$ cat src/rtl/lcd_write_queue_if.sv
// lcd_write_queue_if
// Bundles the CPU-side write strobe, the LCD-controller handshake and the
// queue status signals of lcd_write_queue.
//   wr_en, wr_data : one-cycle write strobe and word from the memory controller
//   ovf_clr        : clears the sticky overflow flag
//   out_ready      : LCD controller accepts the head word this cycle
//   out_valid      : head word is present on out_data
//   out_data       : head-of-queue word, 0 when out_valid is low
//   full, count    : occupancy status (count spans 0..DEPTH)
//   overflow       : sticky flag, a write was dropped while full
// master: the side that writes words and consumes them (CPU + LCD controller).
// slave : the queue itself.
interface lcd_write_queue_if #(
  parameter int WIDTH  = 16,
  parameter int ADDR_W = 4
);
  logic              wr_en;
  logic [WIDTH-1:0]  wr_data;
  logic              ovf_clr;
  logic              out_ready;
  logic              out_valid;
  logic [WIDTH-1:0]  out_data;
  logic              full;
  logic [ADDR_W:0]   count;
  logic              overflow;

  modport master (
    output wr_en, wr_data, ovf_clr, out_ready,
    input  out_valid, out_data, full, count, overflow
  );

  modport slave (
    input  wr_en, wr_data, ovf_clr, out_ready,
    output out_valid, out_data, full, count, overflow
  );
endinterface

$ cat src/rtl/lcd_write_queue.sv
// lcd_write_queue
// First-word-fall-through queue between the memory controller's LCD write
// strobe and the LCD controller. CPU words are buffered so bursts of stores
// do not overwrite words the LCD controller has not yet taken. Writes that
// arrive while the queue is full (and nothing is leaving) are dropped and
// recorded in a sticky overflow flag.
// Ports:
//   CLK_50MHZ : system clock, all state updates on its rising edge
//   reset     : synchronous active-high reset
//   bus       : lcd_write_queue_if slave (write strobe, output handshake,
//               status: full, count, overflow)
module lcd_write_queue #(
  parameter int WIDTH  = 16,
  parameter int DEPTH  = 16,
  parameter int ADDR_W = 4
) (
  input  logic              CLK_50MHZ,
  input  logic              reset,
  lcd_write_queue_if.slave  bus
);

  localparam logic [ADDR_W:0] DEPTH_CNT = (ADDR_W + 1)'(DEPTH);

  logic [WIDTH-1:0]  mem [DEPTH];
  logic [ADDR_W-1:0] wr_ptr;
  logic [ADDR_W-1:0] rd_ptr;
  logic [ADDR_W:0]   count;
  logic              overflow;

  logic valid;
  logic full;
  logic pop;
  logic push;
  logic drop;

  // Status comes from the registered count only, so out_valid never
  // depends combinationally on out_ready.
  always_comb begin
    valid = (count != '0);
    full  = (count == DEPTH_CNT);
    pop   = valid & bus.out_ready;
    // A write into a full queue still fits when the head leaves this cycle.
    push  = bus.wr_en & (~full | pop);
    drop  = bus.wr_en & full & ~pop;
  end

  // Storage is not reset; only the pointers define what is live.
  always_ff @(posedge CLK_50MHZ) begin
    if (!reset && push) begin
      mem[wr_ptr] <= bus.wr_data;
    end
  end

  always_ff @(posedge CLK_50MHZ) begin
    if (reset) begin
      wr_ptr   <= '0;
      rd_ptr   <= '0;
      count    <= '0;
      overflow <= 1'b0;
    end else begin
      if (push) begin
        wr_ptr <= wr_ptr + 1'b1;
      end
      if (pop) begin
        rd_ptr <= rd_ptr + 1'b1;
      end
      unique case ({push, pop})
        2'b10:   count <= count + 1'b1;
        2'b01:   count <= count - 1'b1;
        default: count <= count;
      endcase
      // A drop in the same cycle as a clear leaves the flag set.
      overflow <= drop | (overflow & ~bus.ovf_clr);
    end
  end

  assign bus.out_valid = valid;
  assign bus.out_data  = valid ? mem[rd_ptr] : '0;
  assign bus.full      = full;
  assign bus.count     = count;
  assign bus.overflow  = overflow;

endmodule
$ cat src/flat_wrapper.sv
// flat-port wrapper written by rule: the top's interface ports become plain ports
module lcd_write_queue_flat 
#(
  parameter int WIDTH  = 16,
  parameter int DEPTH  = 16,
  parameter int ADDR_W = 4
)
  (CLK_50MHZ, reset, bus_wr_en, bus_wr_data, bus_ovf_clr, bus_out_ready, bus_out_valid, bus_out_data, bus_full, bus_count, bus_overflow);
  lcd_write_queue_if #(.WIDTH(WIDTH), .ADDR_W(ADDR_W)) bus_i ();
  input  logic CLK_50MHZ;
  input  logic reset;
  input wire logic [$bits(bus_i.wr_en)-1:0] bus_wr_en;
  input wire logic [$bits(bus_i.wr_data)-1:0] bus_wr_data;
  input wire logic [$bits(bus_i.ovf_clr)-1:0] bus_ovf_clr;
  input wire logic [$bits(bus_i.out_ready)-1:0] bus_out_ready;
  output wire logic [$bits(bus_i.out_valid)-1:0] bus_out_valid;
  output wire logic [$bits(bus_i.out_data)-1:0] bus_out_data;
  output wire logic [$bits(bus_i.full)-1:0] bus_full;
  output wire logic [$bits(bus_i.count)-1:0] bus_count;
  output wire logic [$bits(bus_i.overflow)-1:0] bus_overflow;
  assign bus_i.wr_en = bus_wr_en;
  assign bus_i.wr_data = bus_wr_data;
  assign bus_i.ovf_clr = bus_ovf_clr;
  assign bus_i.out_ready = bus_out_ready;
  assign bus_out_valid = bus_i.out_valid;
  assign bus_out_data = bus_i.out_data;
  assign bus_full = bus_i.full;
  assign bus_count = bus_i.count;
  assign bus_overflow = bus_i.overflow;
  lcd_write_queue #(.WIDTH(WIDTH), .DEPTH(DEPTH), .ADDR_W(ADDR_W)) u_core (.CLK_50MHZ(CLK_50MHZ), .reset(reset), .bus(bus_i));
endmodule
$ cat config.mk
export PLATFORM = sky130hd
export DESIGN_NAME = lcd_write_queue_flat
export DESIGN_NICKNAME = d
export VERILOG_FILES = /design/src/rtl/lcd_write_queue_if.sv /design/src/rtl/lcd_write_queue.sv /design/src/flat_wrapper.sv
export SDC_FILE = /design/constraint.sdc
export NUM_CORES = 1
export LEC_CHECK = 0
export ABC_AREA = 1
export BUFFER_PORTS_ARGS = -buffer_cell sky130_fd_sc_hd__clkbuf_2
export CAP_MARGIN = 20
export CORE_MARGIN = 2
export CORE_UTILIZATION = 55
export DETAILED_ROUTE_END_ITERATION = 6
export GPL_ROUTABILITY_DRIVEN = 1
export MAX_ROUTING_LAYER = met4
export PLACE_DENSITY = 0.71
export SLEW_MARGIN = 0
export SYNTH_ARGS = -nofsm -noshare
export SYNTH_HDL_FRONTEND = slang
export SYNTH_SLANG_ARGS = --single-unit
$ cat constraint.sdc
create_clock -name CLK_50MHZ -period 3.1 [get_ports CLK_50MHZ]
set_input_delay 0.31 -clock CLK_50MHZ [delete_from_list [all_inputs] [get_ports CLK_50MHZ]]
set_output_delay 0.31 -clock CLK_50MHZ [all_outputs]
set_load 0.1 [all_outputs]
# ---- Word-level counts from Yosys, hierarchy flattened
# Memory sizes are Yosys's and may differ from the RTL's. A register that Yosys moved wholly into a read port is not among the register bits.
# Index checks and enable logic that the tools add are counted.
dict set report word_totals {
  register_bits 14
  mem_bits_rw 256
  input_bits 21
  out_inout_bits 24
  wordCells 32
  mem_count 1
}
dict set report classes {
  n_addsub 4
  eq_ne 3
  muxes 6
  n_bitwise 10
  n_reduce_logical 4
}
# memory words width rd rd_clocked_by_memory_dff wr line_no
set memory_table {}
lappend memory_table {u_core.mem 16 16 1 1 1 lcd_write_queue.sv:24} ;# logic [WIDTH-1:0] mem [DEPTH];
# cell count
set ops {}
lappend ops {{$mux 16} 1}
lappend ops {{$pmux 5 s2} 1}
lappend ops {{$add 4x1->4 const B} 2}
lappend ops {{$mux 4} 2}
lappend ops {{$add 5x1->5 const B} 1}
lappend ops {{$and 1x1->1} 5}
lappend ops {{$eq 5x5->1 const B} 1}
lappend ops {{$reduce_bool 5->1} 1}
lappend ops {{$sub 5x1->5 const B} 1}
lappend ops {{$not 1->1} 3}
lappend ops {{$eq 2x1->1 const B} 1}
lappend ops {{$eq 2x2->1 const B} 1}
lappend ops {{$mux 1} 2}
lappend ops {{$or 1x1->1} 2}
lappend ops {{$reduce_bool 2->1} 1}
lappend ops {{$logic_and 1x1->1} 1}
lappend ops {{$logic_not 1->1} 1}

# ---- Longest topological paths before layout
dict set report depth {
  ltp_word 7
  ltp_mapped 15
  ltp_nobuf 15
}

# ---- Worst setup path after synthesis
# No wires, ideal clock.
dict set report synth_path {
  path_type {register -> output}
  startpoint {register u_core.count[4] (netlist: u_core.bus.count[4])}
  endpoint {output bus_out_data[10]}
  arrival_ns 3.530
  required_ns 2.790
  path_slack_ns -0.740
  path_stages_with_launch 6
  n_path_buf 1
  path_cell_list {dfxtp_1 -> inv_1 -> nand3_4 -> inv_1 -> clkbuf_1 -> a21oi_1}
}
dict set report synth_between {
  elab_chain_len 2
}
# item line_no
set synth_rtl {}
lappend synth_rtl {{start: declaration} lcd_write_queue.sv:27} ;# logic [ADDR_W:0] count;
lappend synth_rtl {{start signal: assignment} lcd_write_queue.sv:68} ;# 2'b10: count <= count + 1'b1;
lappend synth_rtl {{start signal: assignment} lcd_write_queue.sv:69} ;# 2'b01: count <= count - 1'b1;
lappend synth_rtl {{start signal: assignment} lcd_write_queue.sv:70} ;# default: count <= count;
lappend synth_rtl {{$reduce_bool 5->1} lcd_write_queue.sv:39} ;# valid = (count != '0);
lappend synth_rtl {{via bus_out_valid} flat_wrapper.sv:16} ;# output wire logic [$bits(bus_i.out_valid)-1:0] bus_out_valid;
lappend synth_rtl {{$mux 16} lcd_write_queue.sv:78} ;# assign bus.out_data = valid ? mem[rd_ptr] : '0;
lappend synth_rtl {{end: declaration} flat_wrapper.sv:17} ;# output wire logic [$bits(bus_i.out_data)-1:0] bus_out_data;
# The timed path passes the listed nets, and every way through them passes these cells.

==> results <==
- After synthesis, the cell types taking the most area are sky130_fd_sc_hd__edfxtp_1, sky130_fd_sc_hd__o21ai_0, sky130_fd_sc_hd__nor2_1.
- The number of post-CTS setup repair buffers is 0.
- Port buffering added 44 buffers.
- The number of fill cells in the layout is between 1,000 and 1,500.
- The share of cells above drive strength 1 is between 10% and 20%.
- The TritonCTS clock tree is yes.
- The average instance area after synthesis is roughly 13 um2.
- Among the stages of the critical path, the cell type that occurs most often is sky130_fd_sc_hd__nor2_1.
- The number of nets in the synthesized netlist is between 800 and 900.
- The remaining routing DRC violations is 0.
- The leading area contributor after synthesis is sky130_fd_sc_hd__edfxtp_1.
- The total clock buffers created by CTS is 28.
- Setup slack on the worst reg-to-reg path comes out at 0.61 ns.
- The post-synthesis instance area is 0.0110 mm2.
- The cell depth of the worst hold path is 4.
- In the synthesized netlist, the number of instances is 855.
- The net count of the finished layout is 931.
- The number of buffers added to fix hold violations after cts is 0.
- The final sum of negative setup slack is 0 ns.
- The number of primary I/O pins is 45.
- In the finished design, the share of the clock period the worst path needs comes to 94.3%.
- Dividing total power by cell area gives a power density of 822 mW/mm2.
- The horizontal die dimension is 146 um.
- The flow ran to the end, and the final reports show no timing, DRC or antenna violations.
- The top cell types in the final layout, fill and taps aside, are sky130_fd_sc_hd__edfxtp_1, sky130_fd_sc_hd__nor2_1, sky130_fd_sc_hd__o21ai_0.
- The hold violation count in the final report is 0.
- The endpoint type of the worst setup path is an output port.
- Traced cell by cell, the critical path runs through buf_16 > o21ai_0 > o22ai_1 > nor2_1 > nor2_1 > o21ai_1 > a21oi_1 > buf_12.
- The number of max-cap violations is 0.
- The total of flip-flops plus latches after synthesis is 274.
- The number of sinks on the clock net is about 270.
- Clock-pin slew was measured on the worst setup and hold paths at 0.06 ns.
- The primary flip-flop cell chosen by synthesis mapping is sky130_fd_sc_hd__edfxtp_1.
- For the pin with the worst max-slew slack, the measured transition is ~1 ns.
- Detailed routing inserted a total of around 7,000 vias.
- The worst-skew pair later-pin latency is 0.54 ns.
- From bottom edge to top edge, the die measures 146 um.
- Of all nets on the critical path, the largest fanout is 120.
- The antenna diode count is 0.
- The relative area change from synthesis to final layout is 17.0%.
- The initial antenna violation count is 0.
- The slowest stage of the critical path is the sky130_fd_sc_hd__dfxtp_4 cell.
- The startpoint identified for the worst register-to-register timing path is u_core.bus.count[2].
- The via count of the first global-routing pass is about 7,100.
- At the end of routability-driven placement, the weighted congestion stood at 0.830.
- The overall power after layout is 10.6 mW.
- CTS placed an instance of sky130_fd_sc_hd__clkbuf_16 at the clock tree root.
- The placed standard-cell area is 0.0120 mm2.
- The global routing usage summed across all routing layers is about a quarter.
- The first-pass GRT wire length is roughly 40 mm.
- The worst path buffer plus inverter count is 2.
- After detailed routing, the average wire length per cell comes to 21.7 um.
- For this run, the number of Yosys warnings is 0.
- The maximum single-stage delay on the critical path is approximately 0.44 ns.
- The path type of the worst min-delay path is primary input to register.
- The final instance count without filler cells is between 1,000 and 1,500.
- The sequential cell area fraction in the yosys report is 72.9%.
- The placement row count is 51.
- The worst reg2reg path depth is 8.
- Setup repair after global routing left no endpoint under its margin.
- For the worst setup path, the data required time is 2.79 ns.
- CTS built an H-tree with a depth of 1.
- The maximum achievable frequency is 342 MHz.
- The maximum number of pins on one net before global-route repair is 121.
- The die covers around 0.021 mm2.
- The post-layout minimum cycle time is 2.92 ns.
- Yosys mapped a number of flops with a built-in enable equal to 256.
- The leakage power total is 4.35 nW.
- The initial utilization of the core area, before any placement, comes to between 50% and 60%.
- The first detailed-routing pass ran for 5 iterations.
- After detailed routing, the number of vias per cell comes to 6.04.
- Setup violations remaining at the end of the flow were counted as 0.
- The antenna violation net count after detailed routing is 0.
- The worst-case headroom to the max-slew limit is 31.6%.
- Data arrives at the worst endpoint at roughly 2.6 ns.
- The core utilization of the finished layout is about two thirds.
- The worst setup path is of the register to output port kind.
- Leaving out fill and tap cells, the most frequent cell in the layout is sky130_fd_sc_hd__edfxtp_1.
- The worst hold path endpoint is u_core.bus.overflow.
- The final cell area excluding filler cells is 0.0129 mm2.
- After the first detailed-routing iteration, the DRC count stood at between 600 and 700.
- The total wirelength of the detailed-routed design is 25.8 mm.
- The total congestion overflow is 0.
- The core area is 0.0196 mm2.
- The longest clock path from root to sink contains 3 buffers.
- The category of the worst setup path launch point is a register.
- The share of synthesized flip-flops with an asynchronous set or reset is 0%.
- The clock arrives with 0.00991 ns of skew.
- The reg-to-reg endpoint is u_core.mem[14][13].
- The top cell type's share of synthesized area is 69.7%.
- After synthesis, the netlist uses 33 different library cells.
- The number of pins exceeding their max-slew limit in the final report is 0.
- The maximum resistive drop on vdd is 0.835 mV.
- The HPWL reported at the end of detailed placement is around 15 mm.
- The gate family responsible for the most delay along the worst path is compound AO/OA/AOI/OAI gates.
- The hold path startpoint is bus_ovf_clr.
- The number of placed instances, taps included, is 1,139.
==> cell type report <==
class	instances	area, um2	share of cell area [%]
Timing Repair Buffer	74	731	5.66
Multi-Input combinational cell	491	2780	21.5
Clock buffer	44	812	6.29
Inverter	35	136	1.06
Clock inverter	8	63.8	0.494
Sequential cell	274	8060	62.4
Tap cell	265	332	2.57
==> tightest hold or removal path: stages <==
cell                       delay [ns]
sky130_fd_sc_hd__clkbuf_2        0.08
sky130_fd_sc_hd__inv_1           0.03
sky130_fd_sc_hd__nand2_1         0.05
sky130_fd_sc_hd__a21oi_1         0.05
==> worst max-delay path by stage <==
stage | start | to | cells after the start
finish | register | bus_out_data[15] | 8
global placement | u_core.bus.count[2] | u_core.mem[2][13] | 8
detailed placement | u_core.bus.count[2] | u_core.mem[2][13] | 8
floorplan | u_core.bus.count[1] | bus_out_data[0] | 4
global route | register | bus_out_data[15] | 8
CTS | register | bus_out_data[15] | 7
==> synthesized netlist by cell type, drive strengths merged, types with 5 or more instances <==
library cell	count
o21ai	150
dfxtp	18
nor2	164
nor3	8
clkbuf	27
o221ai	46
nand4	5
a21oi	26
nand2	30
o22ai	18
ha	6
edfxtp	256
nand3	34
inv	34
buf	28
==> layer usage <==
metal  share of wire, %  GRT usage (%)  vias up
li1                   -              -     3284
met1                 41           34.3     3496
met2                 48           39.9      345
met3                7.7           4.17       65
met4                3.2           8.43        0
met5                  0              -        -
==> state kept, by name, summed over array words and instances (netlist names), named ones only <==
name / count
u_core.rd_ptr: 4
u_core.bus.overflow: 1
u_core.mem: 256
u_core.wr_ptr: 4
u_core.bus.count: 5
==> per-stage QoR <==
stage	setup slack [ns]	hold WS (ns)
global route	0.0220	0.0437
floorplan	-0.360	0.409
detailed placement	0.587	0.460
global placement	0.587	0.456
CTS	0.113	0.0200
finish	0.177	0.0320
==> power breakdown <==
group          switching (mW)  internal (mW)
logic                    2.29          0.951
registers              0.0634           4.11
clock network            1.32           1.87
total                    3.67           6.94
==> logic make-up after synthesis <==
group	synth area share (%)
DFF	72.9
AOI/OAI and AO/OA	12.9
and+or+nand+nor	9.40
buffers and inverters	3.89
adders and majority gates	0.680
xor gates and xnor gates	0.159
==> what timing repair did <==
item / 4_1_cts / 5_1_grt
resized for setup: 0 / 3
hold endpoints to repair: 0 / 0
setup endpoints to repair: 0 / 3
No activity file was read; power rests on OpenSTA's default activity.
